--- src/rtl/immgen_pipe.sv ---
// Multi-lane RV32I/F immediate decoder feeding a 2-entry output FIFO.
// Valid/ready on both sides: a transfer happens on a rising edge where valid && ready.
module immgen_pipe #(
    parameter int XLEN     = 32,
    parameter int LANES    = 1,
    parameter bit FLOAT_EN = 1'b1
) (
    input  logic                    clk,
    input  logic                    rst,
    input  logic                    flush,
    input  logic                    in_valid,
    output logic                    in_ready,
    input  logic [32*LANES-1:0]     in_instr,
    input  logic [LANES-1:0]        in_lane_en,
    output logic                    out_valid,
    input  logic                    out_ready,
    output logic [XLEN*LANES-1:0]   out_imm,
    output logic [3*LANES-1:0]      out_fmt,
    output logic [LANES-1:0]        out_illegal
);

    localparam logic [6:0] OPC_LUI    = 7'b0110111;
    localparam logic [6:0] OPC_AUIPC  = 7'b0010111;
    localparam logic [6:0] OPC_JAL    = 7'b1101111;
    localparam logic [6:0] OPC_JALR   = 7'b1100111;
    localparam logic [6:0] OPC_LOAD   = 7'b0000011;
    localparam logic [6:0] OPC_OP_IMM = 7'b0010011;
    localparam logic [6:0] OPC_FLOAD  = 7'b0000111;
    localparam logic [6:0] OPC_BRANCH = 7'b1100011;
    localparam logic [6:0] OPC_STORE  = 7'b0100011;
    localparam logic [6:0] OPC_FSTORE = 7'b0100111;
    localparam logic [6:0] OPC_OP     = 7'b0110011;
    localparam logic [6:0] OPC_OP_FP  = 7'b1010011;

    localparam logic [2:0] FMT_NONE = 3'd0;
    localparam logic [2:0] FMT_I    = 3'd1;
    localparam logic [2:0] FMT_S    = 3'd2;
    localparam logic [2:0] FMT_B    = 3'd3;
    localparam logic [2:0] FMT_U    = 3'd4;
    localparam logic [2:0] FMT_J    = 3'd5;

    typedef struct packed {
        logic [XLEN-1:0] imm;
        logic [2:0]      fmt;
        logic            ill;
    } dec_t;

    function automatic dec_t decode_lane(input logic [31:0] instr, input logic en);
        dec_t       d;
        logic [31:0] imm32;
        logic [2:0]  fmt;
        logic        ill;
        imm32 = '0;
        fmt   = FMT_NONE;
        ill   = 1'b0;
        case (instr[6:0])
            OPC_LUI, OPC_AUIPC: begin
                fmt   = FMT_U;
                imm32 = {instr[31:12], 12'b0};
            end
            OPC_JAL: begin
                fmt   = FMT_J;
                imm32 = {{11{instr[31]}}, instr[31], instr[19:12], instr[20], instr[30:21], 1'b0};
            end
            OPC_JALR, OPC_LOAD, OPC_OP_IMM: begin
                fmt   = FMT_I;
                imm32 = {{20{instr[31]}}, instr[31:20]};
            end
            OPC_FLOAD: begin
                if (FLOAT_EN) begin
                    fmt   = FMT_I;
                    imm32 = {{20{instr[31]}}, instr[31:20]};
                end else begin
                    ill = 1'b1;
                end
            end
            OPC_BRANCH: begin
                fmt   = FMT_B;
                imm32 = {{19{instr[31]}}, instr[31], instr[7], instr[30:25], instr[11:8], 1'b0};
            end
            OPC_STORE: begin
                fmt   = FMT_S;
                imm32 = {{20{instr[31]}}, instr[31:25], instr[11:7]};
            end
            OPC_FSTORE: begin
                if (FLOAT_EN) begin
                    fmt   = FMT_S;
                    imm32 = {{20{instr[31]}}, instr[31:25], instr[11:7]};
                end else begin
                    ill = 1'b1;
                end
            end
            OPC_OP, OPC_OP_FP: begin
                fmt = FMT_NONE;
            end
            default: ill = 1'b1;
        endcase
        // Upper bits replicate instr[31] for every format; NONE stays all-zero.
        d.imm       = {XLEN{instr[31]}};
        d.imm[31:0] = imm32;
        if (fmt == FMT_NONE) d.imm = '0;
        d.fmt = fmt;
        d.ill = ill;
        if (!en) d = '0;
        return d;
    endfunction

    logic [XLEN*LANES-1:0] dec_imm;
    logic [3*LANES-1:0]    dec_fmt;
    logic [LANES-1:0]      dec_ill;

    for (genvar k = 0; k < LANES; k++) begin : g_lane
        dec_t d;
        assign d = decode_lane(in_instr[32*k +: 32], in_lane_en[k]);
        assign dec_imm[XLEN*k +: XLEN] = d.imm;
        assign dec_fmt[3*k +: 3]       = d.fmt;
        assign dec_ill[k]              = d.ill;
    end

    logic [1:0]            count;
    logic                  wr_ptr;
    logic                  rd_ptr;
    logic [XLEN*LANES-1:0] mem_imm [2];
    logic [3*LANES-1:0]    mem_fmt [2];
    logic [LANES-1:0]      mem_ill [2];
    logic                  push;
    logic                  pop;

    assign in_ready  = (count != 2'd2);
    assign out_valid = (count != 2'd0);
    assign push      = in_valid & in_ready;
    assign pop       = out_valid & out_ready;

    always_ff @(posedge clk or posedge rst) begin
        if (rst) begin
            count  <= 2'd0;
            wr_ptr <= 1'b0;
            rd_ptr <= 1'b0;
            for (int i = 0; i < 2; i++) begin
                mem_imm[i] <= '0;
                mem_fmt[i] <= '0;
                mem_ill[i] <= '0;
            end
        end else if (flush) begin
            count  <= 2'd0;
            wr_ptr <= 1'b0;
            rd_ptr <= 1'b0;
        end else begin
            if (push) begin
                mem_imm[wr_ptr] <= dec_imm;
                mem_fmt[wr_ptr] <= dec_fmt;
                mem_ill[wr_ptr] <= dec_ill;
                wr_ptr          <= ~wr_ptr;
            end
            if (pop) rd_ptr <= ~rd_ptr;
            case ({push, pop})
                2'b10:   count <= count + 2'd1;
                2'b01:   count <= count - 2'd1;
                default: count <= count;
            endcase
        end
    end

    // Outputs come only from the head entry and read as zero when empty.
    assign out_imm     = out_valid ? mem_imm[rd_ptr] : '0;
    assign out_fmt     = out_valid ? mem_fmt[rd_ptr] : '0;
    assign out_illegal = out_valid ? mem_ill[rd_ptr] : '0;

endmodule

--- config.mk ---
export PLATFORM = sky130hd
export DESIGN_NAME = immgen_pipe
export DESIGN_NICKNAME = d
export VERILOG_FILES = /design/src/rtl/immgen_pipe.sv
export SDC_FILE = /design/constraint.sdc
export NUM_CORES = 1
export LEC_CHECK = 0
export ABC_CLOCK_PERIOD_IN_PS = 2100
export CORE_MARGIN = 1
export CORE_UTILIZATION = 50
export CTS_BUF_LIST = sky130_fd_sc_hd__clkbuf_2 sky130_fd_sc_hd__clkbuf_4 sky130_fd_sc_hd__clkbuf_8
export DETAILED_ROUTE_END_ITERATION = 16
export PLACE_DENSITY = 0.82
export SLEW_MARGIN = 30
export SYNTH_ARGS = -nofsm -noshare
export SYNTH_HDL_FRONTEND = slang
export SYNTH_SLANG_ARGS = --single-unit
export TNS_END_PERCENT = 1
--- constraint.sdc ---
create_clock -name clk -period 2.1 [get_ports clk]
set_input_delay 0.315 -clock clk [delete_from_list [all_inputs] [get_ports clk]]
set_output_delay 0.315 -clock clk [all_outputs]
set_load 0.005 [all_outputs]
After elaboration in Yosys (flattened, before gate mapping)
Cells that the tools add are included.

word-level totals
  flip-flop bits (word level) = 76
  input port bits = 38
  output and inout bits = 38
  logic and storage cells = 79

cells by class
  add/subtract/negate cells = 2
  $lt $le $gt $ge = 3
  eq/ne operators = 15
  multiplexer cells = 32
  bitwise logic cells = 7
  reductions and logical operators = 11

operators by type and width
  kind                                                      count
  two-way mux 32 bit                                        6
  case mux 32 bit (5 select lines)                          1
  bitwise mux 64 bit                                        1
  two-way mux 36 bit                                        1
  demux 32 bit (select 1 bit)                               1
  == test 7 x 6 -> 1 bit, second input constant             4
  == test 7 bit, second input constant                      4
  two-way mux 3 bit                                         5
  case mux 3 bit (5 select lines)                           1
  == test 7 x 5 -> 1 bit, second input constant             2
  OR reduction 12 bit                                       1
  two-way mux 1 bit                                         10
  == test 7 x 2 -> 1 bit, second input constant             1
  == test 7 x 3 -> 1 bit, second input constant             1
  bitwise mux 6 bit                                         1
  nonzero test 2 bit                                        3
  greater-or-equal comparator 2 bit, second input constant  2
  NOT 1 -> 2 bit                                            2
  case mux 2 bit (2 select lines)                           1
  OR reduction 2 bit                                        2
  OR reduction 4 bit                                        1
  demux 3 bit (select 1 bit)                                1
  logical NOT 3 bit                                         1
  NOT 1 bit                                                 3
  other kinds (13)                                          14

Longest topological paths before layout
Gate-level depths: netlist of the first run.

  word-level depth = 7
  depth in mapped cells = 7

Worst setup path after synthesis of the first run
No wires, ideal clock.

  path kind = register -> register
  start = register count[0]
  end = register mem_imm[52] (netlist name)
  setup time = 0.132 ns
  data arrival time = 1.355 ns
  data required time = 1.968 ns
  setup slack = 0.613 ns
  stages on the path, launching flop included = 7
  path buffers = 2
  period minus slack after synthesis = 1.487 ns
  cell sequence = dfrtp_1 -> nand2b_1 -> buf_2 -> and4bb_1 -> nand3_1 -> clkbuf_1 -> o21ai_1

on the way
  cells in the longest elaborated chain, start to end = 3

RTL lines
  item                                  line  source
  start, declared                       120   logic [1:0] count;
  start signal, assigned                157   2'b10: count <= count + 2'd1;
  start signal, assigned                158   2'b01: count <= count - 2'd1;
  start signal, assigned                159   default: count <= count;
  inequality test 2 bit                 129   assign in_ready = (count != 2'd2);
  net in_ready                          12    output logic in_ready,
  AND 1 bit                             131   assign push = in_valid & in_ready;
  AND reduction 2 bit (no source line)  --
  end signal, assigned by index         150   mem_imm[wr_ptr] <= dec_imm;
  end, declared                         123   logic [XLEN*LANES-1:0] mem_imm [2];

The timed path passes the listed nets, and every way through them passes these cells.
A chain may end at the register's enable or synchronous reset.

Worst setup path in the final report of the first run
  start = register rd_ptr
  end = output port out_imm[0]

on the way
  cells in the longest elaborated chain, start to end = 5

RTL lines
  item                                                    line  source
  start, declared                                         122   logic rd_ptr;
  start signal, assigned                                  155   if (pop) rd_ptr <= ~rd_ptr;
  NOT 1 -> 2 bit (implied by the code)                    165   assign out_imm = out_valid ? mem_imm[rd_ptr] : '0;
  two-way mux 32 bit (implied by the code) (3 in series)  165
  two-way mux 32 bit                                      165
  end, declared                                           17    output logic [XLEN*LANES-1:0] out_imm,

No other way between the ends. The select of a mux whose other input is x is not followed.

==> reports/metrics.csv, run 1 <==
stage,metric,value,unit
floorplan,Die Width,95.1,µm
synthesis,post-synthesis cell count,458,
power_and_ir_drop,Total Power,3.58,mW
clock_network,Root Driver,clkbuf_8,
synthesis,Async SR Flop Fraction,100,%
sta,Post-Route Skew,0.00506,ns
critical_path,Worst R2R Path Depth,4,
synthesis,Seq cells post-synth,76,
layout,"non-filler cells, final",648,
sta,count of final setup violators,2,
synthesis,Ys Warns,0,
sta,post-route setup TNS,-0.0316,ns
synthesis,dominant cells by area after synthesis,"dfrtp_1 44%, mux2i_1 8.6%, nand2_1 5.9%",
job,max_cap viols,0,
run_status,violated checks,setup timing,
layout,Final Core Density,67.0,%
synthesis,mean instance size in the synthesized netlist,9.46,µm²
synthesis,Post-synth top cells,"76 x dfrtp_1, 68 x nand2_1, 46 x nor2_1, 37 x mux2i_1, 25 x o21ai_1",
synthesis,"Seq/Total Area, Yosys",43.9,%
synthesis,Yosys top cell by area,dfrtp_1,
synthesis,dominant cell by count in the synthesized netlist,dfrtp_1,
detailed_routing,Avg WL per Cell,16.6,µm
critical_path,R2R Path End,mem_imm[8],
synthesis,Post-synth top flop,dfrtp_1,
detailed_routing,Iteration-0 DRC Markers,249,
detailed_routing,Residual DRC,0,
placed_design,placed insts,631,
critical_path,crit-path max cell delay,0.44,ns
detailed_routing,Vias/cell,5.71,
global_routing,largest net degree at the start of global routing,77,
detailed_routing,Routed WL,10.8,mm
synthesis,Synthesized Nets,496,
min_path,HP Class,in2async,
critical_path,R2R Setup Slk,0.46,ns
placed_design,Final GP Congestion,0.895,
floorplan,Core ar.,8300,µm²
sta,worst slew pin tran,0.494,ns
floorplan,full die area,9040,µm²
critical_path,cell chain of the critical path,"buf_12, mux2i_2, nor2_1, clkdlybuf4s50_1",
synthesis,number of synthesized flops with an enable pin,0,
detailed_routing,Vias,3703,
sta,post-route minimum period,2.12,ns
placed_design,Setup Slack @ Placement,-0.0439,ns
floorplan,row cnt,33,
detailed_routing,remaining antenna violation count,0,
clock_network,CTS tree,done,
layout,share of cells above drive strength 1,14.5,%
global_routing,vias in the first global route,3633,
sta,Slew Limit Fails,0,
critical_path,critical path's slowest cell,dfrtp_2,
synthesis,Synth cell types,57,
synthesis,top-area cell type share of the netlist area,43.9,%
floorplan,# IOs,76,
sta,Max Clock Freq,0.472,GHz
synthesis,synthesized area,4330,µm²
clock_network,"Reg clk slew, reported paths",0.08,ns
layout,fin nets,576,
clock_network,CTS Buf Count,9,
clock_network,Clock Sinks,76,
critical_path,"Arr. time, crit path",1.80,ns
global_routing,initial antenna violation count,0,
floorplan,Initial Utilization,52.2,%
detailed_routing,drt pass-1 iters,4,
power_and_ir_drop,worst vdd ir,0.514,mV
sta,fin crit share,101,%
critical_path,"Largest delay share family, worst path",buffers and inverters,
layout,n_diodes,0,
sta,RSZ-0062 raised after global routing,yes,
critical_path,CP endpoint kind,output pin,
critical_path,number of cells on the critical path,4,
clock_network,Max clock buf depth,2,
clock_network,CTS H-tree depth,3,
layout,Area Overhead vs Synth,28.5,%
critical_path,Setup crit start kind,flip-flop,
critical_path,Crit Path Max Fanout,21,
global_routing,first-pass GRT wire length,17.5,mm
sta,Final Hold Vio Count,0,
clock_network,worst skew pair latency,0.35,ns
placed_design,port bufs,75,
critical_path,WP buf/inv,2,
critical_path,worst flop-to-flop path startpoint,count[0],
critical_path,"Req. time, crit path",1.78,ns
placed_design,hpwl dp,7.48,mm
floorplan,die height,95.1,µm
run_status,status,"finished, violations left",
global_routing,Total Routing Usage GR,25.5,%
critical_path,Crit Path Class,reg2out,
power_and_ir_drop,Pleak,2.44,nW
sta,Rel. slew slack,66.8,%
sta,fin worst setup slack,-0.0181,ns
global_routing,global route overflow,0,
power_and_ir_drop,PwrDens,644,nW/µm²
-- flip-flops by register name (all words and copies together), names as in the netlist --
name / flops
count: 2
mem_fmt: 6
mem_ill: 2
mem_imm: 64
rd_ptr: 1
wr_ptr: 1
-- power by group --
group | switching [mW] | internal (mW)
clock network | 0.555 | 0.719
logic | 0.334 | 0.330
registers | 0.0688 | 1.57
-- layout make-up --
class                   count  area (µm²)
inverters                  17        67.6
flip-flops and latches     76        1900
fillers                   660        2740
clock buffers              11         145
repair buffers            106        1060
multi-input cells         328        2170
clock inverters             5        83.8
well taps                 105         131
-- routing by layer --
metal  global-route usage (%)  part of all wire, %  wire (µm)
met2                     43.1                   50       5420
met5                        0                    0          0
met1                     33.1                   44       4760
met4                     8.84                  1.5        159
met3                     4.15                  4.2        456
-- through the flow --
stage / instance area [µm²] / hold slack (ns)
finish: 5560 / 0.412
global route: 5560 / 0.454
CTS: 5520 / 0.440
detailed placement: 5290 / 0.465
global placement: 5290 / 0.458
floorplan: 4330 / 0.381
-- logic make-up (layout without fill, tap and decap cells) --
kind of cell	Yosys count	after routing	share of synthesized area, %
AO/OA/AOI/OAI	121	121	21.5
XOR/XNOR	3	3	0.607
buffers and inverters	54	139	6.27
flip-flops	76	76	43.9
multiplexers	39	39	9.07
AND/OR/NAND/NOR	165	165	18.6
-- repair_timing --
| action | CTS | global route |
|---|---|---|
| gates resized for setup | 7 | 14 |
| buffers inserted | 0 | 1 |
| pin swaps | 0 | 1 |
| hold buffers | 0 | 0 |
| endpoints found under the setup margin | 24 | 31 |
-- cell usage in the layout (no fill, tap or decap), drive strengths merged, types with 3 or more instances in the layout --
cell           instances
clkinvlp               3
dlymetal6s2s          11
a21oi                 13
xor2                   3
nand3                  8
o21ai                 32
dfrtp                 76
nand3b                 3
nor3                  15
clkbuf                11
a211oi                12
mux2i                 37
nand2b                 4
nor2                  46
o22a                  16
nand2                 70
buf                   31
clkdlybuf4s50         59
or2                    3
dlygate4sd2            5
o31ai                 16
a22o                   9
inv                   17
o211ai                 8
-- worst min-delay path, delay by kind of cell --
family                 cells  cell delay [ns]
buffers and inverters      3             0.86
-- how the worst max path moves through the flow --
| stage | to | startpoint |
|---|---|---|
| final | out_imm[0] | rd_ptr |
| after detailed placement | mem_imm[51] | in_instr[5] |
| after global placement | mem_imm[30] | in_instr[5] |
| after CTS | out_imm[0] | rd_ptr |
| after floorplan | mem_imm[52] | count[0] |
| after global routing | out_imm[20] | rd_ptr |
(Power assumes the default switching activity.)
==> run 2: changes to the inputs <==
- MAX_ROUTING_LAYER: default -> met4
==> run 2 against run 1 <==
Compared with the run above:
- the flow still finishes with violations (setup timing)
- first-iteration DRC count decreased by 8.4%
- design area grew 2.5%
- clock power is 9% lower
- core utilization increased by 1.7 points
- critical path depth rose by 1
- largest cell class unchanged
==> reports/metrics.csv, run 2 (synthesized netlist as in run 1, its figures left out) <==
stage,metric,value,unit
clock_network,CTS Buf Count,9,
min_path,HP Class,in2async,
critical_path,Crit Path Max Fanout,14,
sta,Slew Limit Fails,0,
sta,count of final setup violators,1,
global_routing,vias in the first global route,3647,
floorplan,row cnt,33,
placed_design,DP Area,5310,µm²
power_and_ir_drop,Pleak,2.87,nW
global_routing,met1 Usage GRT,35.2,%
layout,Multi-input gate area,2170,µm²
global_routing,first-pass GRT wire length,17.9,mm
run_status,violated checks,setup timing,
clock_network,Max clock buf depth,2,
layout,fin nets,580,
clock_network,"Reg clk slew, reported paths",0.08,ns
run_status,status,"finished, violations left",
layout,n_diodes,0,
floorplan,Core ar.,8300,µm²
detailed_routing,drt pass-1 iters,5,
layout,"Design Area, Final",5710,µm²
detailed_routing,Vias/cell,5.86,
sta,Post-Route Skew,0.00627,ns
floorplan,die height,95.1,µm
global_routing,met2 usage,41.8,%
layout,Seq. cell area,1900,µm²
clock_network,Clock Sinks,76,
clock_network,CTS tree,done,
placed_design,port bufs,75,
critical_path,R2R Path End,mem_imm[0],
sta,fin worst setup slack,-0.00438,ns
power_and_ir_drop,Total Power,3.50,mW
global_routing,GR peak layer,met2,
critical_path,worst flop-to-flop path startpoint,count[0],
sta,fin crit share,100,%
critical_path,CP endpoint kind,output pin,
layout,Biggest register,mem_imm,
global_routing,initial antenna violation count,0,
layout,"most common cell after layout, fill and taps aside",dfrtp_1,
floorplan,full die area,9040,µm²
power_and_ir_drop,PwrDens,614,nW/µm²
detailed_routing,Routed WL,11.1,mm
sta,worst slew pin tran,0.504,ns
detailed_routing,remaining antenna violation count,0,
critical_path,R2R Setup Slk,0.39,ns
global_routing,largest net degree at the start of global routing,51,
placed_design,Setup Slack @ Placement,-0.0907,ns
clock_network,CTS H-tree depth,3,
sta,post-route minimum period,2.10,ns
global_routing,global route overflow,0,
placed_design,Final GP Congestion,0.899,
sta,Min Hold Slack,0.390,ns
placed_design,placed insts,632,
clock_network,worst skew pair latency,0.35,ns
global_routing,routing usage on met3,2.71,%
critical_path,"Req. time, crit path",1.78,ns
floorplan,# IOs,76,
clock_network,Root Driver,clkbuf_8,
floorplan,Die Width,95.1,µm
critical_path,Crit Path Class,reg2out,
sta,Rel. slew slack,66.1,%
critical_path,"Arr. time, crit path",1.79,ns
critical_path,Worst R2R Path Depth,5,
job,max_cap viols,0,
layout,"non-filler cells, final",652,
layout,Largest regs,"mem_imm x64, mem_fmt x6",
sta,Max Clock Freq,0.475,GHz
placed_design,hpwl dp,7.66,mm
critical_path,Setup crit start kind,flip-flop,
sta,Final Hold Vio Count,0,
layout,Fillers,642,
sta,post-route setup TNS,-0.00438,ns
power_and_ir_drop,worst vdd ir,0.488,mV
layout,share of cells above drive strength 1,15.0,%
detailed_routing,Vias,3820,
layout,"commonest non-fill, non-tap cells in the layout","75 x dfrtp_1, 68 x nand2_1, 45 x nor2_1",
detailed_routing,Avg WL per Cell,17.0,µm
global_routing,Total Routing Usage GR,26.6,%
layout,Largest register FFs,64,
detailed_routing,Residual DRC,0,
clock_network,CTS Hold Bufs,0,
layout,Area Overhead vs Synth,31.8,%
sta,RSZ-0062 raised after global routing,yes,
layout,Final Core Density,68.7,%
floorplan,Initial Utilization,52.2,%
detailed_routing,Iteration-0 DRC Markers,228,
## run 2: cell type report
cell class / instances / area share, %
clock inverter: 6 / 1.23
sequential: 76 / 33.4
clock buffer: 10 / 2.41
tap: 105 / 2.30
inverter: 17 / 1.18
timing repair buffer: 110 / 21.5
multi-input combinational: 328 / 38.0
## run 2: per-layer routing
| metal | part of all wire (%) | vias to the layer above |
|---|---|---|
| met2 | 49 | 131 |
| li1 | - | 1793 |
| met3 | 4.4 | 21 |
| met5 | 0 | - |
| met4 | 2.4 | 0 |
| met1 | 44 | 1875 |
## run 2: how the worst max path moves through the flow
| stage | slack (ns) | depth (start not counted) | endpoint | from |
|---|---|---|---|---|
| final | -0.004 | 5 | out_imm[3] | rd_ptr |
| after global routing | -0.09 | 5 | out_imm[3] | rd_ptr |
| after CTS | -0.05 | 4 | out_imm[0] | rd_ptr |
| after detailed placement | -0.09 | 6 | mem_imm[9] | in_instr[3] |
| after global placement | -0.03 | 6 | mem_imm[9] | in_instr[3] |
| after floorplan | 0.61 | 6 | mem_imm[52] | count[0] |
## run 2: where the power goes
group / switching [mW] / internal (mW)
logic: 0.347 / 0.359
registers: 0.0638 / 1.57
clock network: 0.570 / 0.592
total: 0.980 / 2.52
## run 2: critical path, cell delays in order (launching register included)
cell             delay (ns)
dfrtp_2                0.42
buf_12                 0.15
buf_12                 0.15
mux2i_1                0.13
nor2_1                 0.09
clkdlybuf4s50_1        0.50
## run 2: what timing repair did
action,4_1_cts,5_1_grt
hold endpoints to repair,0,0
resized for setup,2,38
buffers inserted,0,1
setup endpoints to repair,23,33
cloned,0,3
==> run 3: changes to the inputs <==
- CORE_MARGIN: 1 -> 2
==> run 3 against run 2 <==
Compared with the run above:
- the flow now finishes without violations
- non-clock buffer count down 7
- register-to-register slack better by 0.09 ns
- via count down 1.7%
- setup slack better by 0.014 ns
- clock skew about the same
- wire length down 2.2%
- sequential power about the same
- critical path type unchanged
- largest cell class unchanged
==> reports/metrics.csv, run 3 (synthesized netlist as in run 1, its figures left out) <==
stage,metric,value,unit
run_status,status,completed,
job,max_cap viols,0,
power_and_ir_drop,P_int,2.49,mW
sta,RSZ-0062 raised after global routing,yes,
detailed_routing,remaining antenna violation count,0,
critical_path,Crit Path Class,reg2out,
detailed_routing,Vias,3756,
sta,Max Clock Freq,0.478,GHz
global_routing,global route overflow,0,
detailed_routing,Routed WL,10.8,mm
power_and_ir_drop,Sw Share,27.9,%
global_routing,initial antenna violation count,0,
clock_network,"Reg clk slew, reported paths",0.08,ns
sta,Post-Route Skew,0.00612,ns
placed_design,hpwl dp,7.60,mm
clock_network,worst skew pair latency,0.36,ns
sta,post-route minimum period,2.09,ns
detailed_routing,Iteration-0 DRC Markers,250,
critical_path,Setup crit start kind,flip-flop,
layout,"Design Area, Final",5530,µm²
clock_network,Max clock buf depth,2,
placed_design,DP Area,5270,µm²
layout,Final Core Density,66.6,%
clock_network,CTS Buf Count,9,
global_routing,first-pass GRT wire length,17.9,mm
layout,Area Overhead vs Synth,27.7,%
power_and_ir_drop,sequential fraction of design power,47.5,%
clock_network,CTS Hold Bufs,0,
floorplan,row cnt,33,
sta,count of final setup violators,0,
floorplan,# IOs,76,
global_routing,Total Routing Usage GR,24.0,%
layout,Largest regs,"mem_imm x64, mem_fmt x6",
power_and_ir_drop,switching power,0.961,mW
power_and_ir_drop,Combinational Power Share,19.5,%
global_routing,largest net degree at the start of global routing,77,
detailed_routing,drt pass-1 iters,5,
floorplan,full die area,9420,µm²
placed_design,placed insts,628,
clock_network,CTS tree,done,
layout,fin nets,573,
sta,Rel. slew slack,63.2,%
placed_design,Final GP Congestion,0.959,
critical_path,"Arr. time, crit path",1.77,ns
sta,Final Hold Vio Count,0,
layout,Biggest register,mem_imm,
clock_network,Root Driver,clkbuf_8,
floorplan,Die Width,97.1,µm
critical_path,"Req. time, crit path",1.78,ns
layout,"non-filler cells, final",645,
floorplan,Core ar.,8300,µm²
layout,share of cells above drive strength 1,14.1,%
detailed_routing,Avg WL per Cell,16.8,µm
sta,Slew Limit Fails,0,
clock_network,CTS H-tree depth,3,
clock_network,Clock Sinks,76,
floorplan,die height,97.1,µm
power_and_ir_drop,worst vdd ir,0.425,mV
critical_path,Worst R2R Path Depth,5,
layout,n_diodes,0,
sta,fin crit share,99.5,%
power_and_ir_drop,clock network power share,32.9,%
placed_design,port bufs,75,
layout,Largest register FFs,64,
critical_path,CP endpoint kind,output pin,
detailed_routing,Residual DRC,0,
min_path,HP Class,in2async,
floorplan,Initial Utilization,52.2,%
detailed_routing,Vias/cell,5.82,
power_and_ir_drop,Pleak,2.45,nW
global_routing,vias in the first global route,3688,
sta,worst slew pin tran,0.548,ns
layout,"most common cell after layout, fill and taps aside",dfrtp_1,
power_and_ir_drop,PwrDens,624,nW/µm²
layout,"commonest non-fill, non-tap cells in the layout","75 x dfrtp_1, 68 x nand2_1, 61 x clkdlybuf4s50_1",
critical_path,Crit Path Max Fanout,13,
run 3: cell count changes in the layout (fill, tap and decap cells not counted), moves of 3 or more:
cell / change
clkinvlp_4: +3
dlymetal6s2s_1: -20
buf_12: -3
clkdlybuf4s50_1: +20
run 3: cell type report:
class | count | area, µm²
Tap cell | 105 | 131
Clock inverter | 5 | 61.3
Clock buffer | 11 | 139
Multi-Input combinational cell | 328 | 2170
Fill cell | 690 | 2770
Inverter | 17 | 67.6
Sequential cell | 76 | 1900
Timing Repair Buffer | 103 | 1060
run 3: final timing paths:
path	startpoint	endpoint	slack (ns)
setup / recovery	rd_ptr	out_imm[0]	0.01
hold / removal	rst	mem_imm[57]	0.42
setup reg to reg	count[0]	mem_imm[35]	0.48
hold reg to reg	mem_fmt[3]	mem_fmt[3]	0.48
max in group asynchronous	rst	rd_ptr	1.34
min in group clk	mem_fmt[3]	mem_fmt[3]	0.48
run 3: repair_timing:
item                       4_1_cts  5_1_grt
pin swaps                        0        1
setup endpoints to repair       14       30
cloned                           0        0
gates resized for setup          4       16
setup buffers                    1        0
run 3: critical path: stages (launching register included):
cell and delay [ns]:
dfrtp_2 0.42, buf_8 0.20, mux2i_2 0.28, nor2_1 0.07
clkdlybuf4s50_1 0.44
run 3: power groups by stage:
stage / clock, mW / combinational (mW) / sequential (mW)
after floorplan: 0 / 0.404 / 1.65
after global placement: 0 / 0.645 / 1.66
after detailed placement: 0 / 0.663 / 1.67
after CTS: 1.16 / 0.674 / 1.64
after global routing: 1.22 / 0.729 / 1.65
final: 1.14 / 0.673 / 1.64
run 3: layer usage:
layer | track usage [%] | vias up | share of wire [%]
li1 | - | 1788 | -
met1 | 32.0 | 1836 | 45
met2 | 38.5 | 118 | 48
met3 | 3.88 | 14 | 5.2
met4 | 7.04 | 0 | 1.3
met5 | - | - | 0
run 3: per-stage QoR:
stage	hold slack, ns	power (mW)	setup WS, ns	setup TNS [ns]
after floorplan	0.381	2.05	0.613	0
after global placement	0.458	2.30	0.0116	0
after detailed placement	0.465	2.33	-0.0701	-0.758
after CTS	0.439	3.47	-0.0167	-0.0381
after global routing	0.466	3.60	-0.0520	-0.274
final	0.424	3.45	0.0100	0
